## src/rtl/spi_master_param.sv

```systemverilog
// rtl/spi_master_param.sv - parametrised SPI master, SCLK from a clk-enable divider, no derived clock
// Optional feature macro: SPI_BURST_EN (adds cmd_last_i, holds CS low between words of a burst)
module spi_master_param #(
    parameter int DATA_W  = 8,
    parameter int CLK_DIV = 4,
    parameter int NUM_CS  = 1,
    localparam int CS_W   = (NUM_CS > 1) ? $clog2(NUM_CS) : 1
) (
    input  logic              clk,
    input  logic              rst,
    input  logic              cmd_valid_i,
    output logic              cmd_ready_o,
    input  logic [DATA_W-1:0] cmd_data_i,
    input  logic [CS_W-1:0]   cmd_cs_i,
    input  logic              cmd_cpol_i,
    input  logic              cmd_cpha_i,
`ifdef SPI_BURST_EN
    input  logic              cmd_last_i,
`endif
    output logic              rsp_valid_o,
    input  logic              rsp_ready_i,
    output logic [DATA_W-1:0] rsp_data_o,
    output logic              busy_o,
    output logic              spi_sclk_o,
    output logic              spi_mosi_o,
    input  logic              spi_miso_i,
    output logic [NUM_CS-1:0] spi_cs_n_o
);

    localparam int DIV_W  = $clog2(CLK_DIV);
    localparam int HALF_W = $clog2(2 * DATA_W);
    localparam logic [DIV_W-1:0]  DIV_LAST  = DIV_W'(CLK_DIV - 1);
    localparam logic [HALF_W-1:0] HALF_LAST = HALF_W'(2 * DATA_W - 1);

    typedef enum logic [2:0] {
        S_IDLE,
        S_SETUP,
        S_SHIFT,
        S_HOLD,
        S_RESP,
        S_BURST_WAIT
    } state_t;

    state_t              state_q;
    logic [DIV_W-1:0]    div_q;
    logic [HALF_W-1:0]   half_q;
    logic [DATA_W-1:0]   tx_q;
    logic [DATA_W-1:0]   rx_q;
    logic                cpol_q;
    logic                cpha_q;
    logic                last_q;
    logic                cmd_ready_q;
    logic                rsp_valid_q;
    logic [DATA_W-1:0]   rsp_data_q;
    logic                busy_q;
    logic                sclk_q;
    logic                mosi_q;
    logic [NUM_CS-1:0]   cs_n_q;

    logic                half_end_d;
    logic                accept_d;
    logic                cmd_last_d;
    logic [NUM_CS-1:0]   cs_sel_d;

    assign half_end_d = (div_q == DIV_LAST);
    assign accept_d   = cmd_valid_i && cmd_ready_q;

`ifdef SPI_BURST_EN
    assign cmd_last_d = cmd_last_i;
`else
    assign cmd_last_d = 1'b1;
`endif

    // An out-of-range index matches no bit, so the word runs with every CS released.
    always_comb begin
        cs_sel_d = '1;
        for (int i = 0; i < NUM_CS; i++) begin
            if (int'(cmd_cs_i) == i) cs_sel_d[i] = 1'b0;
        end
    end

    always_ff @(posedge clk) begin
        if (rst) begin
            state_q     <= S_IDLE;
            div_q       <= '0;
            half_q      <= '0;
            tx_q        <= '0;
            rx_q        <= '0;
            cpol_q      <= 1'b0;
            cpha_q      <= 1'b0;
            last_q      <= 1'b1;
            cmd_ready_q <= 1'b1;
            rsp_valid_q <= 1'b0;
            rsp_data_q  <= '0;
            busy_q      <= 1'b0;
            sclk_q      <= 1'b0;
            mosi_q      <= 1'b0;
            cs_n_q      <= '1;
        end else begin
            case (state_q)
                S_IDLE: begin
                    if (accept_d) begin
                        state_q     <= S_SETUP;
                        div_q       <= '0;
                        cmd_ready_q <= 1'b0;
                        busy_q      <= 1'b1;
                        tx_q        <= cmd_data_i;
                        cpol_q      <= cmd_cpol_i;
                        cpha_q      <= cmd_cpha_i;
                        last_q      <= cmd_last_d;
                        sclk_q      <= cmd_cpol_i;
                        cs_n_q      <= cs_sel_d;
                        mosi_q      <= cmd_cpha_i ? 1'b0 : cmd_data_i[DATA_W-1];
                    end
                end
                S_SETUP: begin
                    div_q <= div_q + 1'b1;
                    if (half_end_d) begin
                        state_q <= S_SHIFT;
                        div_q   <= '0;
                        half_q  <= '0;
                    end
                end
                S_SHIFT: begin
                    // SCLK toggles at the end of every half; even halves end on a leading edge.
                    div_q <= div_q + 1'b1;
                    if (half_end_d) begin
                        div_q  <= '0;
                        sclk_q <= ~sclk_q;
                        if (half_q[0] == cpha_q) begin
                            rx_q <= {rx_q[DATA_W-2:0], spi_miso_i};
                        end else begin
                            mosi_q <= cpha_q ? tx_q[DATA_W-1] : tx_q[DATA_W-2];
                            tx_q   <= {tx_q[DATA_W-2:0], 1'b0};
                        end
                        if (half_q == HALF_LAST) begin
                            state_q <= S_HOLD;
                            mosi_q  <= 1'b0;
                        end else begin
                            half_q <= half_q + 1'b1;
                        end
                    end
                end
                S_HOLD: begin
                    div_q <= div_q + 1'b1;
                    if (half_end_d) begin
                        div_q       <= '0;
                        state_q     <= S_RESP;
                        rsp_valid_q <= 1'b1;
                        rsp_data_q  <= rx_q;
                        if (last_q) cs_n_q <= '1;
                    end
                end
                S_RESP: begin
                    if (rsp_ready_i) begin
                        rsp_valid_q <= 1'b0;
                        cmd_ready_q <= 1'b1;
                        if (last_q) begin
                            state_q <= S_IDLE;
                            busy_q  <= 1'b0;
                        end else begin
                            state_q <= S_BURST_WAIT;
                        end
                    end
                end
                S_BURST_WAIT: begin
                    // Continuation words keep the chip select and mode latched by the first word.
                    if (accept_d) begin
                        state_q     <= S_SHIFT;
                        div_q       <= '0;
                        half_q      <= '0;
                        cmd_ready_q <= 1'b0;
                        tx_q        <= cmd_data_i;
                        last_q      <= cmd_last_d;
                        mosi_q      <= cpha_q ? 1'b0 : cmd_data_i[DATA_W-1];
                    end
                end
                default: state_q <= S_IDLE;
            endcase
        end
    end

    assign cmd_ready_o = cmd_ready_q;
    assign rsp_valid_o = rsp_valid_q;
    assign rsp_data_o  = rsp_data_q;
    assign busy_o      = busy_q;
    assign spi_sclk_o  = sclk_q;
    assign spi_mosi_o  = mosi_q;
    assign spi_cs_n_o  = cs_n_q;

endmodule

```

## config.mk

```make
export PLATFORM = sky130hd
export DESIGN_NAME = spi_master_param
export DESIGN_NICKNAME = d
export VERILOG_FILES = /design/src/rtl/spi_master_param.sv
export SDC_FILE = /design/constraint.sdc
export NUM_CORES = 1
export LEC_CHECK = 0
export ABC_AREA = 1
export ABC_CLOCK_PERIOD_IN_PS = 2200
export BUFFER_PORTS_ARGS = -buffer_cell sky130_fd_sc_hd__buf_2
export CAP_MARGIN = 20
export CORE_MARGIN = 2
export CORE_UTILIZATION = 60
export CTS_CLUSTER_DIAMETER = 80
export DETAILED_ROUTE_END_ITERATION = 6
export HOLD_SLACK_MARGIN = 0.08
export PLACE_DENSITY = 0.92
export SYNTH_ARGS = -nofsm -noshare
export SYNTH_HDL_FRONTEND = slang
export SYNTH_SLANG_ARGS = --single-unit
```

## constraint.sdc

```tcl
create_clock -name clk -period 2.2 [get_ports clk]
set_input_delay 0.44 -clock clk [delete_from_list [all_inputs] [get_ports clk]]
set_output_delay 0.44 -clock clk [all_outputs]
set_load 0.05 [all_outputs]
```

# Word-level counts from Yosys, hierarchy flattened
# Index checks and enable logic that the tools add are counted.
[totals]
out_inout_bits = 14
in_bits = 16
regBits = 40
[op_classes]
eq_ne = 19
n_reduce_logical = 26
add_sub_neg = 2
bitwise_logic = 1
muxes = 43
[op_table]
columns = ["operator", "n"]
rows = [
  ["two-way mux 8 bit", 3],
  ["two-way mux 3 bit", 7],
  ["inequality test 2 bit, second input constant", 9],
  ["one-hot mux 3 bit (6 select lines)", 1],
  ["AND reduction 3 bit", 6],
  ["two-way mux 1 bit", 17],
  ["two-way mux 4 bit", 4],
  ["one-hot mux 8 bit (2 select lines)", 1],
  ["nonzero test 2 bit", 7],
  ["one-hot mux 4 bit (3 select lines)", 1],
  ["one-hot mux 1 bit (2 select lines)", 5],
  ["AND reduction 5 bit", 2],
  ["AND reduction 7 bit", 1],
  ["equality test 3 x 2 -> 1 bit, second input constant", 2],
  ["equality test 3 bit, second input constant", 2],
  ["AND reduction 2 bit", 3],
  ["nonzero test 3 bit", 2],
  ["adder 4 x 1 -> 4 bit, second input constant", 1],
  ["equality test 4 bit, second input constant", 1],
  ["two-way mux 2 bit", 2],
  ["one-hot mux 2 bit (2 select lines)", 1],
  ["AND reduction 4 bit", 1],
  ["equality test 3 x 1 -> 1 bit, second input constant", 1],
  ["logical NOT 3 bit", 1],
  ["10 further kinds", 10],
]

# Depth between registers and ports, before layout
[depth]
word_depth = 5
ltp_mapped = 11
ltp_nobuf = 11

# Worst setup path after synthesis
# OpenSTA, ideal clock, no wires.
[synth_timing]
kind = "register to register"
startpoint = "register cmd_ready_q, in the netlist cmd_ready_o"
endpoint = "register half_q[1]"
path_stages_with_launch = 8
setup_time_ps = 116
required_ps = 2084
slack_ps = 638
arrival_time_ps = 1447
cell_sequence = "dfxtp_1 > nand2_1 > inv_1 > nor2_2 > nor2_2 > nand3_1 > o21ai_0 > nor2_1"
[synth_between]
elab_chain_cells = 3
[synth_rtl]
columns = ["element", "line", "source"]
rows = [
  ["start, declared", "52", "logic cmd_ready_q;"],
  ["start signal, assigned", "92", "cmd_ready_q <= 1'b1;"],
  ["start signal, assigned", "105", "cmd_ready_q <= 1'b0;"],
  ["start signal, assigned", "157", "cmd_ready_q <= 1'b1;"],
  ["logical AND 1 bit", "66", "assign accept_d = cmd_valid_i && cmd_ready_q;"],
  ["inequality test 2 bit (no line)", "n/a", ""],
  ["AND reduction 5 bit (no line)", "n/a", ""],
  ["end signal, assigned", "140", "half_q <= half_q + 1'b1;"],
  ["end, declared", "46", "logic [HALF_W-1:0] half_q;"],
]
# Every way passes these cells.
# A chain may end at the register's enable or synchronous reset.

# Worst setup path after layout
[layout_timing]
startpoint = "register state_q[2]"
endpoint = "register state_q[2]"
[layout_between]
elab_chain_cells = 3
elab_cells_between_ends = 15
[layout_rtl]
columns = ["element", "line", "source"]
rows = [
  ["start, declared", "44", "state_t state_q;"],
  ["start signal, assigned", "84", "state_q <= S_IDLE;"],
  ["start signal, assigned", "103", "state_q <= S_SETUP;"],
  ["start signal, assigned", "119", "state_q <= S_SHIFT;"],
  ["equality test 3 x 2 -> 1 bit (tied with other cells)", "100", "case (state_q)"],
  ["inequality test 2 bit (no line)", "n/a", ""],
  ["AND reduction 7 bit (no line)", "n/a", ""],
]
# Parallel ways exist; a longest one is shown, timed or not.

==> out/summary.txt <==
reg2reg setup slack: 0.58 ns
hold buffer count at cts: 0
Cells on Worst Hold Path: 3
P_int: 1.583 mW
GRT Total Usage: 26.70%
FMAX: 0.6176 GHz
Comb pwr share: 46.8%
vias per cell: 5.241
post-placement cell count: 345
final worst path period share: 73.60%
count leader, synth: nand2_1
initial antenna violation count: 0
Post-CTS Setup Inserts: 0
Core ar.: 0.003103 mm^2
Final Max Slew Viols: 0
P_sw: 1.323 mW
via count: 1,850
DIE HEIGHT: 61.46 um
Initial Util: 63.83%
Antenna Nets Post-Route: 0
startpoint types: flip-flop
post-synth top area share: 40.43%
buffers and inverters on the worst path: 1
largest net degree at the start of global routing: 27
Port Buffers: 29
syn avg cell area: 7.099 um^2
1st-pass router iterations: 5
top cells by count, synth: nand2_1, nor2_1, dfxtp_1
skew final: 0.01772 ns
sequential element share of the synthesized area: 40.43%
CP endpoint kind: flip-flop
delay-heaviest family, CP: simple AND/OR/NAND/NOR gates
CP max-delay cell: dfxtp_1
Worst R2R Path Depth: 10
Max Root-Sink Buffers: 2
IO Count: 30
pwr dens: 1310 mW/mm^2
post-route setup slack: 0.5808 ns
DRC violation count after routing: 0
1st-iter DRT viols: 93
reg2reg end: state_q[2]
Reg clk slew, reported paths: 0.13 ns
routability cong.: 0.9236
synth top area cells: dfxtp_1, nand2_1, nor2_1
Num CTS Buffers: 5
Crit Path Category: flip-flop to flip-flop
H-tree levels: 2
Flop pwr share: 35.0%
share of layout cells above drive strength 1: 20.39%
final setup TNS: 0 ns
grt total ovfl: 0
drt total wl: 4.360 mm
utilization after layout: 71.49%
HP Class: input pin to flip-flop
P&R area growth vs syn: 12.00%
asr flop ratio synth: 0%
Place WS: 0.5936 ns
clock period minus worst slack: 1.619 ns
P_leak: 1.039 nW
Yosys reg bits: 40
Main synth FF type: dfxtp_1
CP cell instances: nor2_2 > nand2_4 > nand2_4 > nand2_4 > nand2_8 > inv_4 > nand2_4 > nand2_1 > nand2_1 > nor2_1
Clk network pwr share: 18.2%
worst relative slew slack: 54.11%
IR Drop Worst-Case VDD: 916.6 uV
Final Cell Area: 0.002218 mm^2
Layout Nets: 326
Layout Cells excl Fill: 353
setup violators final: 0
placed cell area: 0.002128 mm^2
Arr. time, crit path: 1.94 ns
Worst EP required: 2.52 ns
cell row count: 20
Synthesis Warnings: 0
CP peak stage delay: 0.57 ns
final hold violation count: 0
Post-synth EDFFs: 0
CTS tree: done
worst hold start: spi_miso_i
CP Max Fanout: 12
worst hold endpoint: rx_q[0]
synthesized instance count: 279
Synth cell types: 30
ant diodes: 0
Num Clock Sinks: 40
Post-Syn Area: 0.001981 mm^2
leading area contributor after synthesis: dfxtp_1
worst-margin pin slew: 0.6875 ns
CTS-repair resized insts: 0
first-pass GRT wire length: 7.410 mm
reg2reg start: state_q[2]
Worst path most repeated cell: nand2_4
MaxCap Viol Count: 0
DP HPWL: 3.030 mm
unrepaired setup endpoints after global routing: no
Root Driver: clkbuf_4
status: completed
vias in the first global route: 1,779
die area: 0.003777 mm^2
drt wl/cell: 12.35 um
Min Hold Slack: 0.3087 ns
Tot Pwr: 2.905 mW
post-synthesis net count: 297
clk_lat worst skew: 0.37 ns
sw frac: 45.53%
die width: 61.46 um
## tightest hold or removal path: stages
cell and delay [ns]:
buf_2 0.08, nor2_1 0.03, nor2_1 0.08
## power groups by stage
stage	logic (mW)	clock network (mW)	registers, mW
after global placement	1.33	0	1.02
final	1.36	0.529	1.02
after floorplan	1.06	0	1.10
after CTS	1.36	0.529	1.01
after global routing	1.54	0.567	1.03
after detailed placement	1.35	0	1.03
## area by class of cell
cell class | instances | area (um^2)
clock buffers | 6 | 51.30
clock inverters | 2 | 38.79
fillers | 259 | 884.6
inverters | 22 | 85.08
multi-input cells | 210 | 1042
flip-flops and latches | 40 | 800.8
well taps | 44 | 55.05
repair buffers | 29 | 145.1
## worst max-delay path by stage
| stage | start | endpoint | slack (ns) | depth (start not counted) |
|---|---|---|---|---|
| final | state_q[2] | state_q[2] | 0.58 | 10 |
| after global placement | state_q[2] | state_q[0] | 0.64 | 9 |
| after CTS | state_q[2] | state_q[2] | 0.59 | 10 |
| after floorplan | cmd_ready_o | half_q[1] | 0.64 | 7 |
| after global routing | state_q[2] | state_q[0] | 0.42 | 10 |
| after detailed placement | rst | cpha_q | 0.59 | 4 |
## flip-flops by register name, summed over array words and instances (netlist names)
signal / flops
state_q: 3
spi_cs_n_o: 1
cmd_ready_o: 1
spi_mosi_o: 1
tx_q: 8
div_q: 2
rx_q: 8
rsp_data_o: 8
half_q: 4
rsp_valid_o: 1
spi_sclk_o: 1
cpha_q: 1
busy_o: 1
## placed cells by master, fill, tap and decap left out, types with 5 or more instances in the layout
| cell type | netlist | routed |
|---|---|---|
| a21oi_1 | 18 | 18 |
| buf_2 | 0 | 29 |
| clkbuf_4 | 0 | 5 |
| dfxtp_1 | 40 | 40 |
| inv_1 | 17 | 17 |
| nand2_1 | 66 | 66 |
| nand2_4 | 5 | 5 |
| nand3_1 | 12 | 12 |
| nor2_1 | 52 | 52 |
| nor3_1 | 8 | 8 |
| o21ai_0 | 17 | 17 |
| o21ai_1 | 7 | 7 |
## metal layers
layer / track usage [%] / vias up / wire [um]
met5: 0 / - / 0
li1: - / 957 / -
met2: 44.83 / 40 / 2139
met4: 9.726 / 0 / 68
met1: 32.99 / 845 / 1941
met3: 7.143 / 8 / 211
## cells by family after synthesis
family	share of synthesized area, %
AO/OA/AOI/OAI	12.32
XOR/XNOR	0.4423
adder cells (fa/ha/maj)	1.263
buffers and inverters	6.949
flip-flops	40.43
AND/OR/NAND/NOR	38.60
Note: power is estimated with default switching activity, not from simulation.
